**config.mk**
```make
export PLATFORM = sky130hd
export DESIGN_NAME = interrupt_sequencer_flat
export DESIGN_NICKNAME = d
export VERILOG_FILES = /design/src/rtl/cpu6502_pkg.sv /design/src/rtl/interrupt_sequencer_if.sv /design/src/rtl/interrupt_sequencer_nmi_edge_detect.sv /design/src/rtl/interrupt_sequencer.sv /design/src/flat_wrapper.sv
export SDC_FILE = /design/constraint.sdc
export NUM_CORES = 1
export LEC_CHECK = 0
export ABC_CLOCK_PERIOD_IN_PS = 2800
export CAP_MARGIN = 20
export CORE_ASPECT_RATIO = 0.5
export CORE_MARGIN = 5
export CORE_UTILIZATION = 30
export DETAILED_ROUTE_END_ITERATION = 8
export DONT_BUFFER_PORTS = 1
export GPL_TIMING_DRIVEN = 0
export PLACE_DENSITY_LB_ADDON = 0.2
export SLEW_MARGIN = 20
export SYNTH_ARGS = -nofsm -noshare
export SYNTH_HDL_FRONTEND = slang
export SYNTH_HIERARCHICAL = 1
export SYNTH_SLANG_ARGS = --single-unit
```
**constraint.sdc**
```tcl
create_clock -name clk -period 2.8 [get_ports clk]
set_input_delay 0.56 -clock clk [delete_from_list [all_inputs] [get_ports clk]]
set_output_delay 0.56 -clock clk [all_outputs]
set_load 0.01 [all_outputs]
```
**src/rtl/cpu6502_pkg.sv**
```systemverilog
// ============================================================================
// Module   : cpu6502_pkg
// Purpose  : Shared 6502 core types and constants (sequencer states, vectors,
//            stack page).
// Revision : 1.0 - initial release
// ============================================================================
`default_nettype none

package cpu6502_pkg;

  typedef enum logic [3:0] {
    ST_IDLE     = 4'd0,
    ST_PUSH_PCH = 4'd1,
    ST_PUSH_PCL = 4'd2,
    ST_PUSH_P   = 4'd3,
    ST_VEC_LO   = 4'd4,
    ST_VEC_HI   = 4'd5,
    ST_VEC_DONE = 4'd6,
    ST_PULL_P   = 4'd7,
    ST_PULL_PCL = 4'd8,
    ST_PULL_PCH = 4'd9,
    ST_RTI_DONE = 4'd10
  } seq_state_t;

  localparam logic [15:0] c_vec_nmi    = 16'hFFFA;
  localparam logic [15:0] c_vec_irq    = 16'hFFFE;
  localparam logic [7:0]  c_stack_page = 8'h01;

  // Stack accesses never leave page 0x01; the 8-bit argument wraps naturally.
  function automatic logic [15:0] stack_addr(input logic [7:0] sp_v);
    return {c_stack_page, sp_v};
  endfunction

endpackage

`default_nettype wire

```
**src/rtl/interrupt_sequencer_if.sv**
```systemverilog
// ============================================================================
// Module   : interrupt_sequencer_if
// Purpose  : Memory bus between the interrupt sequencer and system memory.
// Revision : 1.0 - initial release
// ============================================================================
`default_nettype none

interface interrupt_sequencer_if;
  logic [15:0] mem_addr;
  logic [7:0]  mem_wdata;
  logic        mem_we;
  logic [7:0]  mem_rdata;

  modport master (output mem_addr, output mem_wdata, output mem_we, input mem_rdata);
  modport slave  (input mem_addr, input mem_wdata, input mem_we, output mem_rdata);
endinterface

`default_nettype wire

```
**src/rtl/interrupt_sequencer_nmi_edge_detect.sv**
```systemverilog
// ============================================================================
// Module   : nmi_edge_detect
// Purpose  : One-cycle pulse on a falling edge of the active-low NMI line.
// Revision : 1.0 - initial release
// ============================================================================
`default_nettype none

module nmi_edge_detect (
  input  wire logic clk,
  input  wire logic rst_n,
  input  wire logic nmi_n,
  output logic      pulse
);

  logic r_nmi_prev;

  always_ff @(posedge clk) begin
    if (!rst_n) r_nmi_prev <= 1'b1;
    else        r_nmi_prev <= nmi_n;
  end

  assign pulse = r_nmi_prev & ~nmi_n;

endmodule

`default_nettype wire

```
**src/rtl/interrupt_sequencer.sv**
```systemverilog
// ============================================================================
// Module   : interrupt_sequencer
// Purpose  : 6502 NMI/BRK/IRQ entry (push PC,P + vector fetch) and RTI exit.
// Revision : 1.0 - initial release
// ============================================================================
`default_nettype none

module interrupt_sequencer
  import cpu6502_pkg::*;
(
  input  wire logic        clk,
  input  wire logic        rst_n,
  input  wire logic [7:0]  status_reg,
  input  wire logic [15:0] pc,
  input  wire logic [7:0]  sp,
  input  wire logic        instr_boundary,
  input  wire logic        brk_req,
  input  wire logic        rti_req,
  input  wire logic        irq_n,
  input  wire logic        nmi_n,
  interrupt_sequencer_if.master bus,
  output logic             busy,
  output logic             done,
  output logic [15:0]      pc_out,
  output logic             pc_we,
  output logic [7:0]       sp_out,
  output logic             sp_we,
  output logic [7:0]       p_out,
  output logic             p_we,
  output logic             set_i
);

  seq_state_t  r_state, w_next;
  logic        r_nmi_pending;
  logic        w_nmi_edge;
  logic [15:0] r_pc;
  logic [7:0]  r_sp, r_p, r_lo, r_pull_p;
  logic        r_is_nmi, r_is_brk;

  logic        w_start, w_take_nmi, w_take_brk, w_take_irq, w_take_rti, w_take_any;
  logic [15:0] w_addr;
  logic [7:0]  w_wdata;
  logic        w_we;
  logic [15:0] w_vec;

  nmi_edge_detect u_nmi_edge (
    .clk   (clk),
    .rst_n (rst_n),
    .nmi_n (nmi_n),
    .pulse (w_nmi_edge)
  );

  assign w_start    = (r_state == ST_IDLE) && instr_boundary;
  assign w_take_nmi = w_start && r_nmi_pending;
  assign w_take_brk = w_start && !r_nmi_pending && brk_req;
  assign w_take_irq = w_start && !r_nmi_pending && !brk_req && !irq_n && !status_reg[2];
  assign w_take_rti = w_start && !r_nmi_pending && !brk_req && !(!irq_n && !status_reg[2])
                      && rti_req;
  assign w_take_any = w_take_nmi || w_take_brk || w_take_irq;
  assign w_vec      = r_is_nmi ? c_vec_nmi : c_vec_irq;

  always_ff @(posedge clk) begin
    if (!rst_n) begin
      r_state       <= ST_IDLE;
      r_nmi_pending <= 1'b0;
      r_pc          <= 16'h0000;
      r_sp          <= 8'h00;
      r_p           <= 8'h00;
      r_lo          <= 8'h00;
      r_pull_p      <= 8'h00;
      r_is_nmi      <= 1'b0;
      r_is_brk      <= 1'b0;
    end else begin
      r_state <= w_next;
      // A fresh edge in the same cycle an NMI starts is a new NMI and must survive.
      if (w_nmi_edge)      r_nmi_pending <= 1'b1;
      else if (w_take_nmi) r_nmi_pending <= 1'b0;
      if (w_take_any || w_take_rti) begin
        r_pc     <= pc;
        r_sp     <= sp;
        r_p      <= status_reg;
        r_is_nmi <= w_take_nmi;
        r_is_brk <= w_take_brk;
      end
      if (r_state == ST_VEC_HI || r_state == ST_PULL_PCH) r_lo <= bus.mem_rdata;
      if (r_state == ST_PULL_PCL) r_pull_p <= bus.mem_rdata;
    end
  end

  always_comb begin
    w_next = r_state;
    case (r_state)
      ST_IDLE: begin
        if (w_take_any)      w_next = ST_PUSH_PCH;
        else if (w_take_rti) w_next = ST_PULL_P;
      end
      ST_PUSH_PCH: w_next = ST_PUSH_PCL;
      ST_PUSH_PCL: w_next = ST_PUSH_P;
      ST_PUSH_P:   w_next = ST_VEC_LO;
      ST_VEC_LO:   w_next = ST_VEC_HI;
      ST_VEC_HI:   w_next = ST_VEC_DONE;
      ST_VEC_DONE: w_next = ST_IDLE;
      ST_PULL_P:   w_next = ST_PULL_PCL;
      ST_PULL_PCL: w_next = ST_PULL_PCH;
      ST_PULL_PCH: w_next = ST_RTI_DONE;
      ST_RTI_DONE: w_next = ST_IDLE;
      default:     w_next = ST_IDLE;
    endcase
  end

  always_comb begin
    w_addr  = 16'h0000;
    w_wdata = 8'h00;
    w_we    = 1'b0;
    busy    = (r_state != ST_IDLE);
    done    = 1'b0;
    pc_out  = 16'h0000;
    pc_we   = 1'b0;
    sp_out  = 8'h00;
    sp_we   = 1'b0;
    p_out   = 8'h00;
    p_we    = 1'b0;
    set_i   = 1'b0;
    case (r_state)
      ST_PUSH_PCH: begin
        w_addr  = stack_addr(r_sp);
        w_wdata = r_pc[15:8];
        w_we    = 1'b1;
      end
      ST_PUSH_PCL: begin
        w_addr  = stack_addr(r_sp - 8'd1);
        w_wdata = r_pc[7:0];
        w_we    = 1'b1;
      end
      ST_PUSH_P: begin
        w_addr  = stack_addr(r_sp - 8'd2);
        w_wdata = {r_p[7:6], 1'b1, r_is_brk, r_p[3:0]};
        w_we    = 1'b1;
      end
      ST_VEC_LO: w_addr = w_vec;
      ST_VEC_HI: w_addr = w_vec + 16'd1;
      ST_VEC_DONE: begin
        pc_out = {bus.mem_rdata, r_lo};
        pc_we  = 1'b1;
        sp_out = r_sp - 8'd3;
        sp_we  = 1'b1;
        set_i  = 1'b1;
        done   = 1'b1;
      end
      ST_PULL_P:   w_addr = stack_addr(r_sp + 8'd1);
      ST_PULL_PCL: w_addr = stack_addr(r_sp + 8'd2);
      ST_PULL_PCH: w_addr = stack_addr(r_sp + 8'd3);
      ST_RTI_DONE: begin
        p_out  = {r_pull_p[7:6], 2'b10, r_pull_p[3:0]};
        p_we   = 1'b1;
        pc_out = {bus.mem_rdata, r_lo};
        pc_we  = 1'b1;
        sp_out = r_sp + 8'd3;
        sp_we  = 1'b1;
        done   = 1'b1;
      end
      default: ;
    endcase
  end

  assign bus.mem_addr  = w_addr;
  assign bus.mem_wdata = w_wdata;
  assign bus.mem_we    = w_we;

endmodule

`default_nettype wire

```
**src/flat_wrapper.sv**
```systemverilog
// flat-port wrapper written by rule: the top's interface ports become plain ports
module interrupt_sequencer_flat import cpu6502_pkg::*;
  (clk, rst_n, status_reg, pc, sp, instr_boundary, brk_req, rti_req, irq_n, nmi_n, busy, done, pc_out, pc_we, sp_out, sp_we, p_out, p_we, set_i, bus_mem_addr, bus_mem_wdata, bus_mem_we, bus_mem_rdata);
  interrupt_sequencer_if bus_i ();
  input  wire logic clk;
  input  wire logic rst_n;
  input  wire logic [7:0] status_reg;
  input  wire logic [15:0] pc;
  input  wire logic [7:0] sp;
  input  wire logic instr_boundary;
  input  wire logic brk_req;
  input  wire logic rti_req;
  input  wire logic irq_n;
  input  wire logic nmi_n;
  output logic busy;
  output logic done;
  output logic [15:0] pc_out;
  output logic pc_we;
  output logic [7:0] sp_out;
  output logic sp_we;
  output logic [7:0] p_out;
  output logic p_we;
  output logic set_i;
  output wire logic [$bits(bus_i.mem_addr)-1:0] bus_mem_addr;
  output wire logic [$bits(bus_i.mem_wdata)-1:0] bus_mem_wdata;
  output wire logic [$bits(bus_i.mem_we)-1:0] bus_mem_we;
  input wire logic [$bits(bus_i.mem_rdata)-1:0] bus_mem_rdata;
  assign bus_mem_addr = bus_i.mem_addr;
  assign bus_mem_wdata = bus_i.mem_wdata;
  assign bus_mem_we = bus_i.mem_we;
  assign bus_i.mem_rdata = bus_mem_rdata;
  interrupt_sequencer u_core (.clk(clk), .rst_n(rst_n), .status_reg(status_reg), .pc(pc), .sp(sp), .instr_boundary(instr_boundary), .brk_req(brk_req), .rti_req(rti_req), .irq_n(irq_n), .nmi_n(nmi_n), .bus(bus_i), .busy(busy), .done(done), .pc_out(pc_out), .pc_we(pc_we), .sp_out(sp_out), .sp_we(sp_we), .p_out(p_out), .p_we(p_we), .set_i(set_i));
endmodule
```
## Yosys cells after proc, flatten, opt, wreduce, memory -nomap -nowiden

Cells that the tools add are included.
Widths: inputs -> output; s select.

- Flip-flop bits (word level): 56
- Input port bits: 47
- Output and inout port bits: 63
- Logic and storage cells: 69

- Equal/unequal tests: 11
- Multiplexer cells: 15
- Add/sub/neg operators: 7
- Reduce and logical (&&, ||, !) cells: 24
- Bitwise logic cells: 2

Operators by type and width:

| cell | number |
|---|---|
| $pmux 16 s8 | 1 |
| $pmux 4 s9 | 1 |
| $pmux 8 s3 | 1 |
| $add 16x1->16 const B | 1 |
| $add 8x2->8 const B | 2 |
| $eq 4x3->1 const B | 4 |
| $mux 16 | 1 |
| $pmux 8 s2 | 1 |
| $sub 8x2->8 const B | 2 |
| $eq 4x4->1 const B | 3 |
| $logic_and 1x1->1 | 10 |
| $add 8x1->8 const B | 1 |
| $eq 4x2->1 const B | 2 |
| $mux 4 | 2 |
| $mux 8 | 1 |
| $sub 8x1->8 const B | 1 |
| $mux 1 | 6 |
| $logic_not 1->1 | 5 |
| $eq 4x1->1 const B | 1 |
| $logic_not 4->1 | 1 |
| $logic_or 1x1->1 | 4 |
| $reduce_bool 4->1 | 1 |
| $mux 3 | 1 |
| $ne 3x1->1 const B | 1 |
| other kinds (5) | 5 |

## Logic depth before layout (Yosys ltp)

Gate-level depths: netlist (run 1).

- Depth in word-level cells: 9
- Depth in mapped cells: 12
- Depth with buffers taken out: 10

## Cells and area by module

Netlist (run 1), hierarchy kept.

By module, submodules not included:

| module | instances | area each (µm²) | cells each |
|---|---|---|---|
| interrupt_sequencer | 1 | 3,746.1 | 491 |
| nmi_edge_detect | 1 | 32.5 | 3 |

## Least setup slack after synthesis (run 1)

No wires, ideal clock.

- Kind: register to output
- Start: register u_core.r_state[3]
- End: output bus_mem_addr[7]
- Stages on the path, launching flop included: 11
- Data arrival time: 2.472 ns
- Path slack: -0.232 ns
- Cells stage by stage: dfxtp_1 > nor2b_1 > buf_2 > nand2_1 > inv_1 > fa_1 > o21ai_0 > a31oi_1 > xor2_1 > a221o_1 > nand3_1

- Longest elaborated chain between the ends: 2
- Elaborated cells on any way between the ends: 9
- Classes of those cells: eq/ne: 8; mux: 1

RTL lines:

| item | RTL line | source |
|---|---|---|
| start, declared | interrupt_sequencer.sv:33 | `seq_state_t r_state, w_next;` |
| start signal, assigned | interrupt_sequencer.sv:74 | `r_state <= w_next;` |
| $eq 4x4->1 (tied with other cells) | interrupt_sequencer.sv:124 | `case (r_state)` |
| $pmux 16 s8 * | interrupt_sequencer.sv:124 |  |
| end, declared | flat_wrapper.sv:24 | `output wire logic [$bits(bus_i.mem_addr)-1:0] bus_mem_addr;` |

Mark *: on every way between the ends. The rest lies on a longest branch, timed or not.

## Final worst setup path (run 1)

Same ends and word-level chain as after synthesis.

==> reports/metrics.csv, run 1 <==
metric,value,unit
Hold Startpoint,rst_n,
Worst-Skew Late Latency,0.29,ns
final hold violation count,0,
drt pass-1 iters,4,
unrepaired setup endpoints after global routing,true,
final worst-path cycle share,106,%
Period minus WS final,2.98,ns
Port Buffers,0,
Leak Pwr,0.00178,µW
hold path endpoint,u_core/u_nmi_edge/r_nmi_prev,
Yosys top cell area share,27.5,%
CP startpoint kind,flip-flop,
final setup vio count,4,
Hold Path Cell Cnt,1,
"Data required, critical path",2.24,ns
"Cell Area, Synth",3780,µm²
Placed Instances,664,
WS Path Type,flip-flop to output port,
crit path capture type,output port,
buffers and inverters on the worst path,1,
Hold Path Class,input port to flip-flop,
slew at the pin with the worst max-slew slack,0.627,ns
max incr delay on CP,0.39,ns
ys flop type,dfxtp_1,
Post-synth ARST share,0,%
worst r2r path cells,7,
GRT Overall Usage,16.7,%
R2R setup slack,1.01,ns
Core Footprint,12500,µm²
"area leader, netlist",dfxtp_1,
Antenna Nets Post-Route,0,
DP Area,4000,µm²
CTS max path bufs,2,
Worst Setup SP,u_core/r_state[3],
number of core rows,29,
run status,finished with violations,
number of diodes,0,
power density cells,852,nW/µm²
clock transition at the registers of the reported paths,0.08,ns
GRT overflow,0,
"Distinct cells, synth",59,
Crit path max-delay family,compound AO/OA/AOI/OAI gates,
Die Y,89.4,µm
Post-synth EDFFs,0,
Root Buffer,clkbuf_16,
TritonCTS Buffers,5,
Setup WS post-layout,-0.179,ns
Non-Filler Instances,707,
number of global-route vias before repair,3440,
DR vias/cell,5.05,
CP Max Fanout,8,
hpwl dp,9400,µm
H-tree depth,2,
Synth warnings,6,
final total power,4030,µW
layout cells sized above 1,24.8,%
failing checks,negative setup slack,
CP arrival,2.42,ns
Initial Utilization,30.3,%
synthesized area per cell,7.65,µm²
Layout area overhead,25.1,%
Slew HR,58.2,%
antenna violations before repair,0,
routed via count,3570,
Setup Skew,0.00790,ns
# nets final,600,
top-count cell post-synth,nand2_1,
largest net degree at the start of global routing,19,
max-cap violations,0,
DRC,0,
Post-Route WL,12800,µm
CTS tree,built,
Peak Freq,0.336,GHz
post-synth net total,558,
# IOs,110,
CTS Sinks,52,
first-pass GRT wire length,19900,µm
die area,15100,µm²
Reg2Reg Capture Point,u_core/r_sp[5],
Die Span X,169,µm
"top cells by area, synth","dfxtp_1, nand2_1, a21boi_0",
RR Startpoint,u_core/r_state[3],
CP max stage cell,fa_2,
global routing usage on met2,27.8,%
GPL Wtd Cong,0.825,
Fill cells,1330,
Seq cells post-synth,52,
met3 Usage GRT,4.11,%
design area,4730,µm²
Synth top cells by count,"nand2_1, dfxtp_1, a21boi_0",
Initial DRC Count,160,
Cells after Synth,494,
VDD IR max,0.300,mV
max-slew violations,0,
worst-path cell chain,nor2b_4 -> nand2_8 -> clkinvlp_4 -> fa_2 -> o21ai_4 -> a31oi_4 -> xor2_2 -> a221o_1 -> nand3_2,
DR WL/cell,18.1,µm
Most Crowded Layer GR,met2,
met1 Track Usage GR,22.3,%
sequential area share after synthesis,27.5,%
[timing repair]
item,CTS,global route
pin swaps,18,21
setup endpoints to repair,10,9
hold buffers,0,0
cloned,0,0
gates resized for setup,48,30
buffers inserted,15,23
[worst max-delay path by stage]
stage	endpoint	slack, ns	cells after the start
3_5_place_dp	bus_mem_addr[7]	-0.54	10
2_1_floorplan	bus_mem_addr[7]	-0.03	10
6_report	bus_mem_addr[7]	-0.18	9
3_3_place_gp	bus_mem_addr[7]	-0.55	10
5_1_grt	bus_mem_addr[6]	-0.28	10
4_1_cts	bus_mem_addr[6]	-0.29	12
[layer usage]
layer / part of all wire (%) / up-vias
met5: 0 / -
met3: 6.4 / 8
met2: 47 / 86
met1: 46 / 1686
met4: 1.0 / 0
li1: - / 1790
[sequential cells by signal, indices dropped and copies added (netlist names)]
name / count
u_core/u_nmi_edge/r_nmi_prev: 1
u_core/r_is_nmi: 1
u_core/r_is_brk: 1
u_core/r_state: 4
u_core/r_p: 6
u_core/r_pull_p: 6
u_core/r_nmi_pending: 1
u_core/r_pc: 16
u_core/r_lo: 8
u_core/r_sp: 8
[cell families (layout without fill, tap and decap cells)]
logic type	after synthesis	after routing	share of synthesized area [%]
other cells	1	1	0.0992
xor+xnor	13	13	3.01
compound gates	136	136	24.9
buf+inv	58	101	8.38
fa+ha+maj	18	18	6.29
flops	52	52	27.5
simple gates	200	200	25.3
mux	16	16	4.47
[layout by cell type (no fill, tap or decap), drive strengths merged, types with 4 or more instances in the layout]
master,count
ha,15
mux2,7
a31oi,5
a21oi,29
a21boi,36
nor3,11
buf,68
xor2,4
nor2b,34
nand3,5
clkbuf,18
a221o,5
mux2i,9
o21ai,22
dfxtp,52
nand2,94
clkinvlp,6
a221oi,4
nor2,33
and3,10
xnor2,9
a22oi,11
inv,9
[through the flow]
stage          hold slack [ns]  TNS (ns)  util (%)  setup WS [ns]
4_1_cts                  0.329    -0.811      35.7         -0.294
3_5_place_dp             0.454     -1.75      32.0         -0.537
6_report                 0.339    -0.495      37.9         -0.179
5_1_grt                  0.339    -0.939      37.9         -0.279
3_3_place_gp             0.446     -1.76      32.0         -0.550
2_1_floorplan            0.439   -0.0311         -        -0.0311
[report_power, final]
part	total [µW]	internal, µW	switching [µW]
registers	988	871	117
logic	2410	969	1440
clock network	633	338	295
total	4030	2180	1850
[layout make-up]
class	instances	area (µm²)	area share [%]
inverter	12	62.6	1.32
sequential	52	1060	22.4
tap	170	213	4.50
clock buffer	5	125	2.65
timing repair buffer	38	309	6.54
clock inverter	3	26.3	0.556
buffer	43	282	5.95
multi-input combinational	384	2650	56.0
(Power assumes the default switching activity.)
==> run 2: changes to the inputs <==
--- a/config.mk
+++ b/config.mk
@@ -7,6 +7,6 @@
 export LEC_CHECK = 0
-export ABC_CLOCK_PERIOD_IN_PS = 2800
+export ABC_CLOCK_PERIOD_IN_PS = 3000
 export CAP_MARGIN = 20
 export CORE_ASPECT_RATIO = 0.5
-export CORE_MARGIN = 5
+export CORE_MARGIN = 2
 export CORE_UTILIZATION = 30
==> constraint.sdc (replaced) <==
create_clock -name clk -period 3 [get_ports clk]
set_input_delay 0.6 -clock clk [delete_from_list [all_inputs] [get_ports clk]]
set_output_delay 0.6 -clock clk [all_outputs]
set_load 0.02 [all_outputs]
==> reports/metrics.csv, run 2 (synthesis results as in run 1) <==
metric,value,unit
Root Buffer,clkbuf_16,
Setup WS post-layout,-0.0697,ns
Layout area overhead,21.6,%
power density cells,878,nW/µm²
Largest register FFs,16,
antenna violations before repair,0,
GPL Wtd Cong,0.846,
final total power,4030,µW
# nets final,585,
Setup Skew,0.00533,ns
unrepaired setup endpoints after global routing,true,
Placed Instances,659,
Hold Path Cell Cnt,1,
layout cells sized above 1,21.5,%
pre-CTS WS,-0.616,ns
run status,finished with violations,
routed via count,3546,
Worst-Skew Late Latency,0.29,ns
R2R setup slack,1.17,ns
DRC,0,
Hold Path Class,input port to flip-flop,
worst r2r path cells,5,
H-tree depth,2,
Port Buffers,0,
Die Span X,163,µm
largest net degree at the start of global routing,18,
DR WL/cell,17.9,µm
TritonCTS Buffers,5,
max-cap violations,0,
GRT overflow,0,
Hold WS,0.374,ns
RR Startpoint,u_core/r_state[3],
DR vias/cell,5.16,
hpwl dp,9170,µm
die area,13600,µm²
VDD IR max,0.328,mV
most frequent cells in the layout,"nand2_1, dfxtp_1, a21boi_0",
Leak Pwr,0.00171,µW
crit path capture type,output port,
number of diodes,0,
clock transition at the registers of the reported paths,0.07,ns
TNS Setup,-0.177,ns
CP Max Fanout,8,
Die Y,83.4,µm
CP startpoint kind,flip-flop,
Antenna Nets Post-Route,0,
Biggest register,u_core/r_pc,
final worst-path cycle share,102,%
Worst Setup SP,u_core/r_state[3],
crit path to,bus_mem_addr[6],
Reg2Reg Capture Point,u_core/r_state[2],
Initial Utilization,31.4,%
slew at the pin with the worst max-slew slack,0.761,ns
CTS max path bufs,2,
Top Registers,"u_core/r_pc (16), u_core/r_lo (8), u_core/r_sp (8)",
GRT Overall Usage,18.0,%
hold buffers post-CTS,0,
# IOs,110,
number of core rows,28,
WS Path Type,flip-flop to output port,
first-pass GRT wire length,19300,µm
CTS Sinks,52,
Core Footprint,12100,µm²
failing checks,negative setup slack,
final hold violation count,0,
"Data required, critical path",2.40,ns
Post-Route WL,12300,µm
drt pass-1 iters,4,
"leading cell type in the layout, fill and taps excluded",nand2_1,
Period minus WS final,3.07,ns
Initial DRC Count,138,
CTS tree,built,
Peak Freq,0.326,GHz
number of global-route vias before repair,3387,
final setup vio count,3,
CP arrival,2.47,ns
Non-Filler Instances,687,
max-slew violations,0,
Slew HR,48.7,%
## run 2: cell type report
| type | instances | area [µm²] |
|---|---|---|
| flip-flops and latches | 52 | 1060 |
| multi-input cells | 384 | 2610 |
| inverters | 12 | 62.6 |
| plain buffers | 44 | 292 |
| repair buffers | 22 | 165 |
| clock inverters | 3 | 68.8 |
| clock buffers | 5 | 125 |
| well taps | 165 | 206 |
| fillers | 1273 | 7460 |
## run 2: how the worst min path moves through the flow
stage | from | endpoint | slack (ns)
3_3_place_gp | u_core/r_pull_p[1] | u_core/r_pull_p[1] | 0.45
2_1_floorplan | u_core/r_pull_p[0] | u_core/r_pull_p[0] | 0.44
6_report | rst_n | u_core/u_nmi_edge/r_nmi_prev | 0.37
3_5_place_dp | u_core/r_pull_p[2] | u_core/r_pull_p[2] | 0.45
5_1_grt | rst_n | u_core/u_nmi_edge/r_nmi_prev | 0.37
4_1_cts | rst_n | u_core/u_nmi_edge/r_nmi_prev | 0.37
## run 2: worst max-delay path, stage by stage (launching register included)
cell	delay, ns
dfxtp_4	0.39
nor2b_4	0.18
buf_6	0.14
nand2_8	0.09
ha_1	0.29
a21o_1	0.18
a21oi_1	0.21
o21ai_0	0.14
xor2_1	0.15
a221o_1	0.40
## run 2: where the power goes
| group | switching (µW) | internal [µW] |
|---|---|---|
| logic | 1490 | 858 |
| clock network | 272 | 481 |
| registers | 110 | 816 |
## run 2: stage by stage
| step | instance area, µm² | utilization, % |
|---|---|---|
| floorplan | 3780 | - |
| detailed placement | 3990 | 33.1 |
| CTS | 4450 | 36.9 |
| global placement | 3990 | 33.1 |
| finish | 4590 | 38.1 |
| global route | 4590 | 38.1 |
## run 2: repair_timing
item	in CTS	in global routing
pin swaps	15	12
resized for setup	50	16
setup endpoints to repair	8	8
buffers inserted	11	11
## run 2: metal layers
metal / part of all wire [%] / GRT usage (%) / up-vias
met5: 0 / 0 / -
met4: 1.7 / 4.34 / 0
met3: 7.5 / 5.04 / 14
met2: 45 / 28.9 / 108
met1: 46 / 23.9 / 1660
li1: - / - / 1764
==> run 3: changes to the inputs <==
- SETUP_SLACK_MARGIN: unset -> 0.4
==> reports/metrics.csv, run 3 (synthesis results as in run 1) <==
metric,value,unit
CTS tree,built,
largest net degree at the start of global routing,19,
# IOs,110,
number of diodes,0,
Peak Freq,0.312,GHz
first-pass GRT wire length,19800,µm
Routed met3 length,715,µm
DR vias/cell,5.17,
Biggest register,u_core/r_pc,
VDD IR max,0.308,mV
run status,finished with violations,
CTS Sinks,52,
Non-Filler Instances,700,
GPL Wtd Cong,0.853,
CTS max path bufs,2,
unrepaired setup endpoints after global routing,true,
H-tree depth,2,
GRT overflow,0,
Leak Pwr,0.00185,µW
final hold violation count,0,
Slew HR,51.5,%
Initial DRC Count,214,
max-cap violations,0,
Die Y,83.4,µm
CP arrival,2.61,ns
Post-Route WL,12600,µm
failing checks,negative setup slack,
WS Path Type,flip-flop to output port,
crit path capture type,output port,
CP Max Fanout,5,
Setup WS post-layout,-0.209,ns
max incr delay on CP,0.45,ns
met1 wire length,5980,µm
slew at the pin with the worst max-slew slack,0.727,ns
pre-CTS WS,-0.0569,ns
Hold Path Class,input port to flip-flop,
final worst-path cycle share,107,%
CP startpoint kind,flip-flop,
DR WL/cell,18.1,µm
Worst-Skew Late Latency,0.29,ns
Largest register FFs,16,
Layout area overhead,30.8,%
# nets final,598,
"Data required, critical path",2.40,ns
hpwl dp,9250,µm
"leading cell type in the layout, fill and taps excluded",nand2_1,
antenna violations before repair,0,
Top Layer Used,met4,
Top Registers,"u_core/r_pc (16), u_core/r_lo (8), u_core/r_sp (8)",
Initial Utilization,31.4,%
Setup Skew,0.00805,ns
Die Span X,163,µm
routed via count,3617,
Port Buffers,0,
number of global-route vias before repair,3542,
number of core rows,28,
Antenna Nets Post-Route,0,
Placed Instances,659,
GRT Overall Usage,18.5,%
Worst path most repeated cell,nor2b_4,
max-slew violations,0,
final total power,4060,µW
DRC,0,
drt pass-1 iters,4,
Core Footprint,12100,µm²
die area,13600,µm²
layout cells sized above 1,31.4,%
CP max stage cell,a221o_1,
most frequent cells in the layout,"nand2_1, dfxtp_1, buf_4",
final setup vio count,3,
metal2 WL,5790,µm
power density cells,823,nW/µm²
Root Buffer,clkbuf_16,
worst-path cell chain,buf_6 -> nor2b_4 -> buf_8 -> nand3_4 -> buf_12 -> ha_4 -> nor2b_4 -> nor3_2 -> o21bai_1 -> a21oi_1 -> xnor2_1 -> a221o_1,
TNS Setup,-0.486,ns
Period minus WS final,3.21,ns
clock transition at the registers of the reported paths,0.07,ns
TritonCTS Buffers,5,
-- run 3: worst max-delay path, delay by kind of cell (launching register included) --
kind | cells | cell delay, ns
AO/OA/AOI/OAI | 3 | 0.75
AND/OR/NAND/NOR | 4 | 0.56
buffers and inverters | 3 | 0.39
flip-flops | 1 | 0.32
adder cells (fa/ha/maj) | 1 | 0.21
XOR/XNOR | 1 | 0.09
-- run 3: repair_timing --
item / in CTS / in global routing
hold buffers: 0 / 0
endpoints found under the setup margin: 50 / 47
setup buffers: 19 / 13
resized for setup: 76 / 44
gates cloned: 1 / 0
pin swaps: 18 / 12
-- run 3: path summary, 6_finish.rpt --
check,start,endpoint,slack [ns],cells after the start
worst max-delay path,u_core/r_state[2],bus_mem_addr[6],-0.21,12
worst min-delay path,rst_n,u_core/u_nmi_edge/r_nmi_prev,0.38,1
worst max register to register,u_core/r_state[2],u_core/r_pc[5],1.19,8
worst min register to register,u_core/r_pull_p[2],u_core/r_pull_p[2],0.46,2
-- run 3: area by class of cell --
cell class	instances	area, µm²
Buffer	46	322
Clock buffer	5	125
Clock inverter	3	26.3
Fill cell	1252	7110
Inverter	12	68.8
Multi-Input combinational cell	384	2860
Sequential cell	52	1060
Tap cell	165	206
Timing Repair Buffer	32	273
Timing Repair inverter	1	3.75
-- run 3: per-layer routing --
layer / vias to the layer above / global-route usage [%]
met5: - / 0
met4: 0 / 4.83
met3: 12 / 4.25
met2: 97 / 30.0
met1: 1720 / 24.6
li1: 1788 / -
-- run 3: power breakdown --
| group | switching [µW] | leakage (µW) | total [µW] | internal (µW) |
|---|---|---|---|---|
| Sequential | 105 | 0.000428 | 917 | 811 |
| Combinational | 1590 | 0.00135 | 2560 | 967 |
| Clock | 271 | 0.0000680 | 587 | 315 |
-- run 3: stage by stage --
step | hold slack, ns | util (%) | cell area, µm²
finish | 0.385 | 41.0 | 4940
detailed placement | 0.453 | 33.7 | 4070
CTS | 0.372 | 38.6 | 4650
global route | 0.376 | 41.0 | 4940
global placement | 0.447 | 33.7 | 4070
floorplan | 0.439 | - | 3860
